[config.mk]
export PLATFORM = sky130hd
export DESIGN_NAME = video_spectrum_overlay
export DESIGN_NICKNAME = d
export VERILOG_FILES = /design/src/rtl/video_spectrum_overlay.sv
export SDC_FILE = /design/constraint.sdc
export NUM_CORES = 2
export LEC_CHECK = 0
export ABC_AREA = 1
export BUFFER_PORTS_ARGS = -buffer_cell sky130_fd_sc_hd__buf_2
export CAP_MARGIN = 20
export CORE_MARGIN = 3
export CORE_UTILIZATION = 64
export CTS_CLUSTER_SIZE = 16
export DETAILED_ROUTE_END_ITERATION = 8
export PLACE_DENSITY = 0.81
export SLEW_MARGIN = 20
export SYNTH_ARGS = -nofsm -noshare
export SYNTH_HDL_FRONTEND = slang
export SYNTH_SLANG_ARGS = --single-unit
export TNS_END_PERCENT = 1
[constraint.sdc]
create_clock -name pix_clk -period 10.7 [get_ports pix_clk]
set_input_delay 2.14 -clock pix_clk [delete_from_list [all_inputs] [get_ports pix_clk]]
set_output_delay 2.14 -clock pix_clk [all_outputs]
set_load 0.005 [all_outputs]
[src/rtl/video_spectrum_overlay.sv]
// -----------------------------------------------------------------------------
// video_spectrum_overlay
//
// Draws up to NUM_BARS vertical level bars with peak-hold markers over a timed
// RGB video stream. Bar heights are written into a shadow buffer at any time.
// The shadow buffer is copied to the active buffer at each frame start, so a
// frame never shows a half-updated set of bars. Every output is the
// corresponding input delayed by exactly two pix_clk cycles, with the overlay
// colour substituted where a bar or peak marker covers the pixel.
//
// Ports:
//   pix_clk                 pixel clock, rising edge
//   rst                     synchronous active-high reset
//   vs_in, hs_in, de_in     input timing (active high)
//   r_in, g_in, b_in        input pixel, COLOR_DEPTH bits per channel
//   overlay_en              overlay enable, captured at frame start
//   bar_wr_en               shadow-buffer write strobe
//   bar_wr_addr             bar index (indices >= NUM_BARS are ignored)
//   bar_wr_data             bar height in lines
//   vs_out, hs_out, de_out  timing delayed by two cycles
//   r_out, g_out, b_out     output pixel
// -----------------------------------------------------------------------------
module video_spectrum_overlay #(
  parameter int                       COLOR_DEPTH  = 8,
  parameter int                       X_BITS       = 12,
  parameter int                       Y_BITS       = 12,
  parameter int                       H_ACT        = 1920,
  parameter int                       V_ACT        = 1080,
  parameter int                       NUM_BARS     = 32,
  parameter int                       BAR_W        = 60,
  parameter int                       BAR_GAP      = 4,
  parameter int                       BASE_Y       = 1000,
  parameter logic [3*COLOR_DEPTH-1:0] BAR_RGB      = 24'h00FF00,
  parameter logic [3*COLOR_DEPTH-1:0] PEAK_RGB     = 24'hFFFFFF,
  parameter int                       DECAY_FRAMES = 4
) (
  input  logic                   pix_clk,
  input  logic                   rst,
  input  logic                   vs_in,
  input  logic                   hs_in,
  input  logic                   de_in,
  input  logic [COLOR_DEPTH-1:0] r_in,
  input  logic [COLOR_DEPTH-1:0] g_in,
  input  logic [COLOR_DEPTH-1:0] b_in,
  input  logic                   overlay_en,
  input  logic                   bar_wr_en,
  input  logic [4:0]             bar_wr_addr,
  input  logic [7:0]             bar_wr_data,
  output logic                   vs_out,
  output logic                   hs_out,
  output logic                   de_out,
  output logic [COLOR_DEPTH-1:0] r_out,
  output logic [COLOR_DEPTH-1:0] g_out,
  output logic [COLOR_DEPTH-1:0] b_out
);

  localparam int BI_W  = (NUM_BARS > 1) ? $clog2(NUM_BARS) : 1;
  localparam int BC_W  = BI_W + 1;              // one extra bit to represent "past the last bar"
  localparam int OFF_W = (BAR_W > 1) ? $clog2(BAR_W) : 1;
  localparam int DC_W  = $clog2(DECAY_FRAMES + 1);
  localparam int YW    = Y_BITS + 1;
  localparam int RGB_W = 3 * COLOR_DEPTH;

  // Bar and peak-marker hit tests, done one bit wider than the line counter.
  function automatic logic hit_bar(input logic [Y_BITS-1:0] y, input logic [7:0] h);
    logic [YW-1:0] top;
    top = YW'(BASE_Y) - YW'(h);
    return ({1'b0, y} >= top) && ({1'b0, y} < YW'(BASE_Y));
  endfunction

  function automatic logic hit_peak(input logic [Y_BITS-1:0] y, input logic [7:0] p);
    logic [YW-1:0] lo;
    logic [YW-1:0] hi;
    hi = YW'(BASE_Y) - YW'(p);
    lo = hi - YW'(2);
    return (p != 8'd0) && ({1'b0, y} >= lo) && ({1'b0, y} < hi);
  endfunction

  // Peak is never below the new height here, so p-1 cannot drop under h
  // unless p == h, in which case the height wins.
  function automatic logic [7:0] decay_peak(input logic [7:0] p, input logic [7:0] h);
    return (p > h) ? (p - 8'd1) : h;
  endfunction

  logic             vs_prev_q, de_prev_q, en_frame_q;
  logic [7:0]       shadow_q [NUM_BARS];
  logic [7:0]       active_q [NUM_BARS];
  logic [7:0]       peak_q   [NUM_BARS];
  logic [DC_W-1:0]  dec_q    [NUM_BARS];

  logic [X_BITS-1:0] x_q, x_d;
  logic [Y_BITS-1:0] y_q, y_d;
  logic [BC_W-1:0]   bar_q, bar_d;
  logic [OFF_W-1:0]  off_q, off_d;

  logic              vs_p1_q, hs_p1_q, de_p1_q;
  logic [RGB_W-1:0]  rgb_p1_q;
  logic [Y_BITS-1:0] y_p1_q;
  logic [BC_W-1:0]   bar_p1_q;
  logic [OFF_W-1:0]  off_p1_q;

  logic              vs_p2_q, hs_p2_q, de_p2_q;
  logic [RGB_W-1:0]  rgb_p2_q, rgb_d;

  logic              fs;
  logic              wr_ok;
  logic              in_bar;
  logic [BI_W-1:0]   idx;
  logic [7:0]        h_cur, p_cur;

  assign fs    = vs_in && !vs_prev_q;
  assign wr_ok = bar_wr_en && (32'(bar_wr_addr) < NUM_BARS);

  // Column, bar-index and in-bar offset advance together so that no divider
  // is needed; the counters hold the position of the pixel now on de_in.
  always_comb begin
    x_d   = '0;
    bar_d = '0;
    off_d = '0;
    y_d   = y_q;
    if (de_in) begin
      x_d   = (x_q == X_BITS'(H_ACT - 1)) ? x_q : x_q + 1'b1;
      bar_d = bar_q;
      off_d = off_q + 1'b1;
      if (off_q == OFF_W'(BAR_W - 1)) begin
        off_d = '0;
        bar_d = (bar_q == '1) ? bar_q : bar_q + 1'b1;
      end
    end
    if (fs) begin
      y_d = '0;
    end else if (de_prev_q && !de_in && (y_q != Y_BITS'(V_ACT - 1))) begin
      y_d = y_q + 1'b1;
    end
  end

  always_comb begin
    idx    = bar_p1_q[BI_W-1:0];
    h_cur  = active_q[idx];
    p_cur  = peak_q[idx];
    in_bar = en_frame_q && de_p1_q &&
             (bar_p1_q < BC_W'(NUM_BARS)) &&
             (off_p1_q < OFF_W'(BAR_W - BAR_GAP));
    rgb_d  = rgb_p1_q;
    if (in_bar && hit_peak(y_p1_q, p_cur)) begin
      rgb_d = PEAK_RGB;
    end else if (in_bar && hit_bar(y_p1_q, h_cur)) begin
      rgb_d = BAR_RGB;
    end
  end

  always_ff @(posedge pix_clk) begin
    if (rst) begin
      vs_prev_q  <= 1'b0;
      de_prev_q  <= 1'b0;
      en_frame_q <= 1'b0;
      x_q        <= '0;
      y_q        <= '0;
      bar_q      <= '0;
      off_q      <= '0;
      for (int i = 0; i < NUM_BARS; i++) begin
        shadow_q[i] <= '0;
        active_q[i] <= '0;
        peak_q[i]   <= '0;
        dec_q[i]    <= '0;
      end
      vs_p1_q  <= 1'b0;
      hs_p1_q  <= 1'b0;
      de_p1_q  <= 1'b0;
      rgb_p1_q <= '0;
      y_p1_q   <= '0;
      bar_p1_q <= '0;
      off_p1_q <= '0;
      vs_p2_q  <= 1'b0;
      hs_p2_q  <= 1'b0;
      de_p2_q  <= 1'b0;
      rgb_p2_q <= '0;
    end else begin
      vs_prev_q <= vs_in;
      de_prev_q <= de_in;
      x_q       <= x_d;
      y_q       <= y_d;
      bar_q     <= bar_d;
      off_q     <= off_d;
      if (fs) en_frame_q <= overlay_en;

      // Frame start: latch shadow into active and step the peak-hold logic
      // using the freshly latched height. A write in this same cycle only
      // reaches shadow, so it shows up one frame later.
      for (int i = 0; i < NUM_BARS; i++) begin
        if (fs) begin
          active_q[i] <= shadow_q[i];
          if (shadow_q[i] > peak_q[i]) begin
            peak_q[i] <= shadow_q[i];
            dec_q[i]  <= '0;
          end else if (dec_q[i] == DC_W'(DECAY_FRAMES - 1)) begin
            peak_q[i] <= decay_peak(peak_q[i], shadow_q[i]);
            dec_q[i]  <= '0;
          end else begin
            dec_q[i]  <= dec_q[i] + 1'b1;
          end
        end
      end
      if (wr_ok) shadow_q[bar_wr_addr[BI_W-1:0]] <= bar_wr_data;

      // Stage 1: register input stream and pixel position
      vs_p1_q  <= vs_in;
      hs_p1_q  <= hs_in;
      de_p1_q  <= de_in;
      rgb_p1_q <= {r_in, g_in, b_in};
      y_p1_q   <= y_q;
      bar_p1_q <= bar_q;
      off_p1_q <= off_q;

      // Stage 2: overlay mux result
      vs_p2_q  <= vs_p1_q;
      hs_p2_q  <= hs_p1_q;
      de_p2_q  <= de_p1_q;
      rgb_p2_q <= rgb_d;
    end
  end

  assign vs_out = vs_p2_q;
  assign hs_out = hs_p2_q;
  assign de_out = de_p2_q;
  assign r_out  = rgb_p2_q[RGB_W-1 -: COLOR_DEPTH];
  assign g_out  = rgb_p2_q[2*COLOR_DEPTH-1 -: COLOR_DEPTH];
  assign b_out  = rgb_p2_q[COLOR_DEPTH-1:0];

endmodule

==> flow_metrics.py <==
metrics = {
    "cts": {
        "cts_sink_count": 964,
        "worst_skew_pair.late_latency_ns": 0.67,
        "tritoncts.num_buffers": 97,
        "ctsHoldBuffers": 0,
        "buffer_depth_of_the_longest_clock_path": 3,
        "clock_tree.htree_level_count": 3,
        "cts-root-buf": "sky130_fd_sc_hd__clkbuf_16",
        "clk_pin_slew_worst_paths_ns": 0.06,
        "cts_resized": 0,
        "postCtsSetupRepairBufs": 0,
        "cts_tree": "yes",
    },
    "routing": {
        "drtAntennaViolNets": 0,
        "detailedRoute.firstIterationViolations": 5452,
        "via_count": 41900,
        "finalWirelength_um": 144000,
        "drt-pass1-iter-count": 8,
        "drt_drc_violations_left": 0,
        "routedWlPerCell_um": 21.0,
        "routed_via_density": 6.13,
    },
    "die": {
        "design.core.area_um2": 81200,
        "floorplan.rows": 104,
        "design.portCount": 71,
        "starting_density_pct": 65.1,
        "die_height_um": 293,
        "floorplan.die_area_um2": 86100,
        "dieWidth_um": 293,
    },
    "global_routing": {
        "overflow": 0,
        "grt_antenna_before_repair": 6,
        "grt_max_degree": 199,
        "global_route_wire_length_before_repair_um": 221000,
        "grt_util_all_layers_pct": 33.0,
        "vias_in_the_first_global_route": 39500,
    },
    "synth": {
        "synthesized_netlist_cell_count": 5698,
        "synthesis.nets": 6127,
        "synth.area.top_cells": "sky130_fd_sc_hd__edfxtp_1 (49%), sky130_fd_sc_hd__ha_1 (9.1%), sky130_fd_sc_hd__nor2_1 (7.4%)",
        "avgSynthCellArea_um2": 9.28,
        "asyncSetResetFlopFracSynth_pct": 0,
        "synth_area_leader_cell": "sky130_fd_sc_hd__edfxtp_1",
        "synth_enable_flop_cells": 864,
        "synth_top_cells_by_count": "sky130_fd_sc_hd__nor2_1 (1037), sky130_fd_sc_hd__edfxtp_1 (864), sky130_fd_sc_hd__nand2_1 (822), sky130_fd_sc_hd__inv_1 (702), sky130_fd_sc_hd__ha_1 (385)",
        "yosys_register_bits": 964,
        "ys.warnings.count": 0,
        "synth.cell_area_um2": 52900,
        "seq_area_frac_synth_pct": 52.9,
        "synth_ff_type": "sky130_fd_sc_hd__edfxtp_1",
        "yosysMostFrequentCell": "sky130_fd_sc_hd__nor2_1",
        "synth.distinct_cells": 47,
        "synth_largest_type_area_fraction_pct": 49.1,
    },
    "outcome": {
        "status": "complete, no violations",
    },
    "place": {
        "routabilityCongestion": 0.942,
        "portBuffers": 70,
        "hpwl_um": 95800,
        "numPlacedInstances": 6646,
    },
    "timing": {
        "timing.final.crit_period_ns": 5.68,
        "fin_crit_sh_pct": 53.1,
        "rsz_0062_raised_after_global_routing": "false",
        "finalSetupTns_ns": 0,
        "worst_tran_pin_value_ns": 1.15,
        "setup-violations-final": 0,
        "final_hold_viol_count": 0,
        "maxClockFrequency_mhz": 176,
        "worst_clock_skew_ns": 0.0237,
        "final_number_of_max_transition_violations": 0,
        "slew_headroom_pct": 23.2,
    },
    "setup_path": {
        "critPathCaptureType": "register",
        "worst_setup_path_startpoint": "bar_p1_q[1]",
        "setup.worst_path.end": "rgb_p2_q[12]",
        "reg_to_reg_setup_timing_slack_ns": 5.02,
        "timing.critical_path.fanout_max": 92,
        "r2r_cells": 23,
        "setup.worst_path.start_class": "register",
        "cp.arrival_ns": 6.28,
        "timing.rr.start": "bar_p1_q[1]",
        "setup.worst_path.class": "register to register",
        "worstPathRequired_ns": 11.30,
        "r2r_end": "rgb_p2_q[12]",
    },
    "power_and_ir_drop": {
        "fin_total_pwr_mw": 9.15,
        "ir_worst_vdd_v": 0.000125,
        "power.leakage_nw": 24.7,
        "power_density_nw_per_um2": 160,
    },
    "final_layout": {
        "final.fill_count": 5875,
        "layout-area-overhead-vs-synth_pct": 8.04,
        "stdcell_count": 6831,
        "nNetsFinal": 6115,
        "proportion_of_layout_cells_with_a_drive_suffix_above_1_pct": 5.64,
    },
    "run": {
        "max-cap-violations": 0,
    },
    "hold_path": {
        "timing.hold.worst.class": "register to register",
    },
}
==> worst max-delay path: stages (launching register included) <==
cell and delay, ns:
sky130_fd_sc_hd__dfxtp_4 0.54, sky130_fd_sc_hd__inv_4 0.48, sky130_fd_sc_hd__buf_4 0.85, sky130_fd_sc_hd__o21ai_0 0.21
sky130_fd_sc_hd__o221ai_1 0.44, sky130_fd_sc_hd__nand3_1 0.27, sky130_fd_sc_hd__nand2_1 0.14, sky130_fd_sc_hd__nand2_1 0.12
sky130_fd_sc_hd__nand2_1 0.18, sky130_fd_sc_hd__nand2_1 0.09, sky130_fd_sc_hd__a31oi_1 0.20, sky130_fd_sc_hd__nand2_1 0.07
sky130_fd_sc_hd__nand2_1 0.06, sky130_fd_sc_hd__nand2_1 0.06, sky130_fd_sc_hd__ha_1 0.29, sky130_fd_sc_hd__nand2_1 0.07
sky130_fd_sc_hd__nor4_1 0.28, sky130_fd_sc_hd__o21ai_0 0.14, sky130_fd_sc_hd__o311ai_0 0.13, sky130_fd_sc_hd__nand2_1 0.09
sky130_fd_sc_hd__buf_4 0.22, sky130_fd_sc_hd__inv_1 0.24, sky130_fd_sc_hd__nor2_1 0.09, sky130_fd_sc_hd__a21oi_1 0.14
==> flip-flops by register name, summed over array words and instances (netlist names) <==
register	flops
rgb_p1_q	24
de_out	1
hs_out	1
off_p1_q	3
vs_out	1
bar_q	6
de_p1_q	1
shadow_q	256
en_frame_q	1
active_q	256
rgb_p2_q	24
vs_p1_q	1
y_p1_q	12
hs_p1_q	1
peak_q	256
off_q	6
dec_q	96
y_q	12
bar_p1_q	6
==> kinds of logic after synthesis <==
kind of cell	Yosys count	synth area share, %
multiplexers	14	0.298
AO/OA/AOI/OAI	892	9.49
other	1	0.00709
AND/OR/NAND/NOR	2313	17.8
adder cells (fa/ha/maj)	385	9.11
buffers and inverters	936	7.24
flip-flops	964	52.9
XOR/XNOR	193	3.20
==> power breakdown <==
group / internal, mW / leakage (nW) / total, mW / switching, mW
logic: 0.359 / 13.3 / 1.09 / 0.734
registers: 4.39 / 9.77 / 4.60 / 0.207
clock network: 1.95 / 1.58 / 3.46 / 1.51
==> cell usage in the layout (no fill, tap or decap), drive strengths merged, types with 10 or more instances in the layout <==
cell type	n
nand3	251
a21oi	287
clkbuf	120
nand4	101
o211a	10
edfxtp	864
buf	106
dfxtp	100
a211oi	62
o211ai	29
nor3	84
o21ai	411
nor2	1038
a31oi	12
xnor2	67
inv	712
o221ai	48
clkinv	52
ha	385
o22ai	18
xor2	126
mux2	14
nand2	828
==> worst min path at each step <==
stage,startpoint,to,cells after the start
2_1_floorplan,hs_p1_q,hs_out,2
3_3_place_gp,hs_p1_q,hs_out,2
3_5_place_dp,hs_p1_q,hs_out,2
4_1_cts,hs_p1_q,hs_out,2
5_1_grt,hs_p1_q,hs_out,2
6_report,hs_p1_q,hs_out,2
==> routing by layer <==
layer | track usage [%] | vias to the layer above | share of wire, %
met5 | 0 | - | 0.0090
met2 | 51.7 | 2543 | 45
met1 | 44.5 | 19600 | 38
li1 | - | 19300 | -
met3 | 7.01 | 463 | 12
met4 | 15.1 | 2 | 5.1
==> through the flow <==
step	area (um^2)	hold WS (ns)	util (%)	setup WS [ns]
after floorplan	52900	0.388	-	0.935
after global placement	53800	0.395	66.3	5.29
after detailed placement	53800	0.402	66.3	5.21
after CTS	57100	0.412	70.3	5.19
after global routing	57100	0.434	70.3	4.55
final	57100	0.406	70.4	5.02
==> area by class of cell <==
cell class / count / area, um^2 / area share (%)
Sequential cell: 964 / 28000 / 48.9
Multi-Input combinational cell: 3798 / 21200 / 37.2
Inverter: 719 / 2720 / 4.76
Clock buffer: 120 / 2620 / 4.59
Tap cell: 1060 / 1330 / 2.32
Timing Repair Buffer: 106 / 663 / 1.16
Clock inverter: 59 / 602 / 1.05
Antenna cell: 5 / 12.5 / 0.0219
No activity file was read; power rests on OpenSTA's default activity.
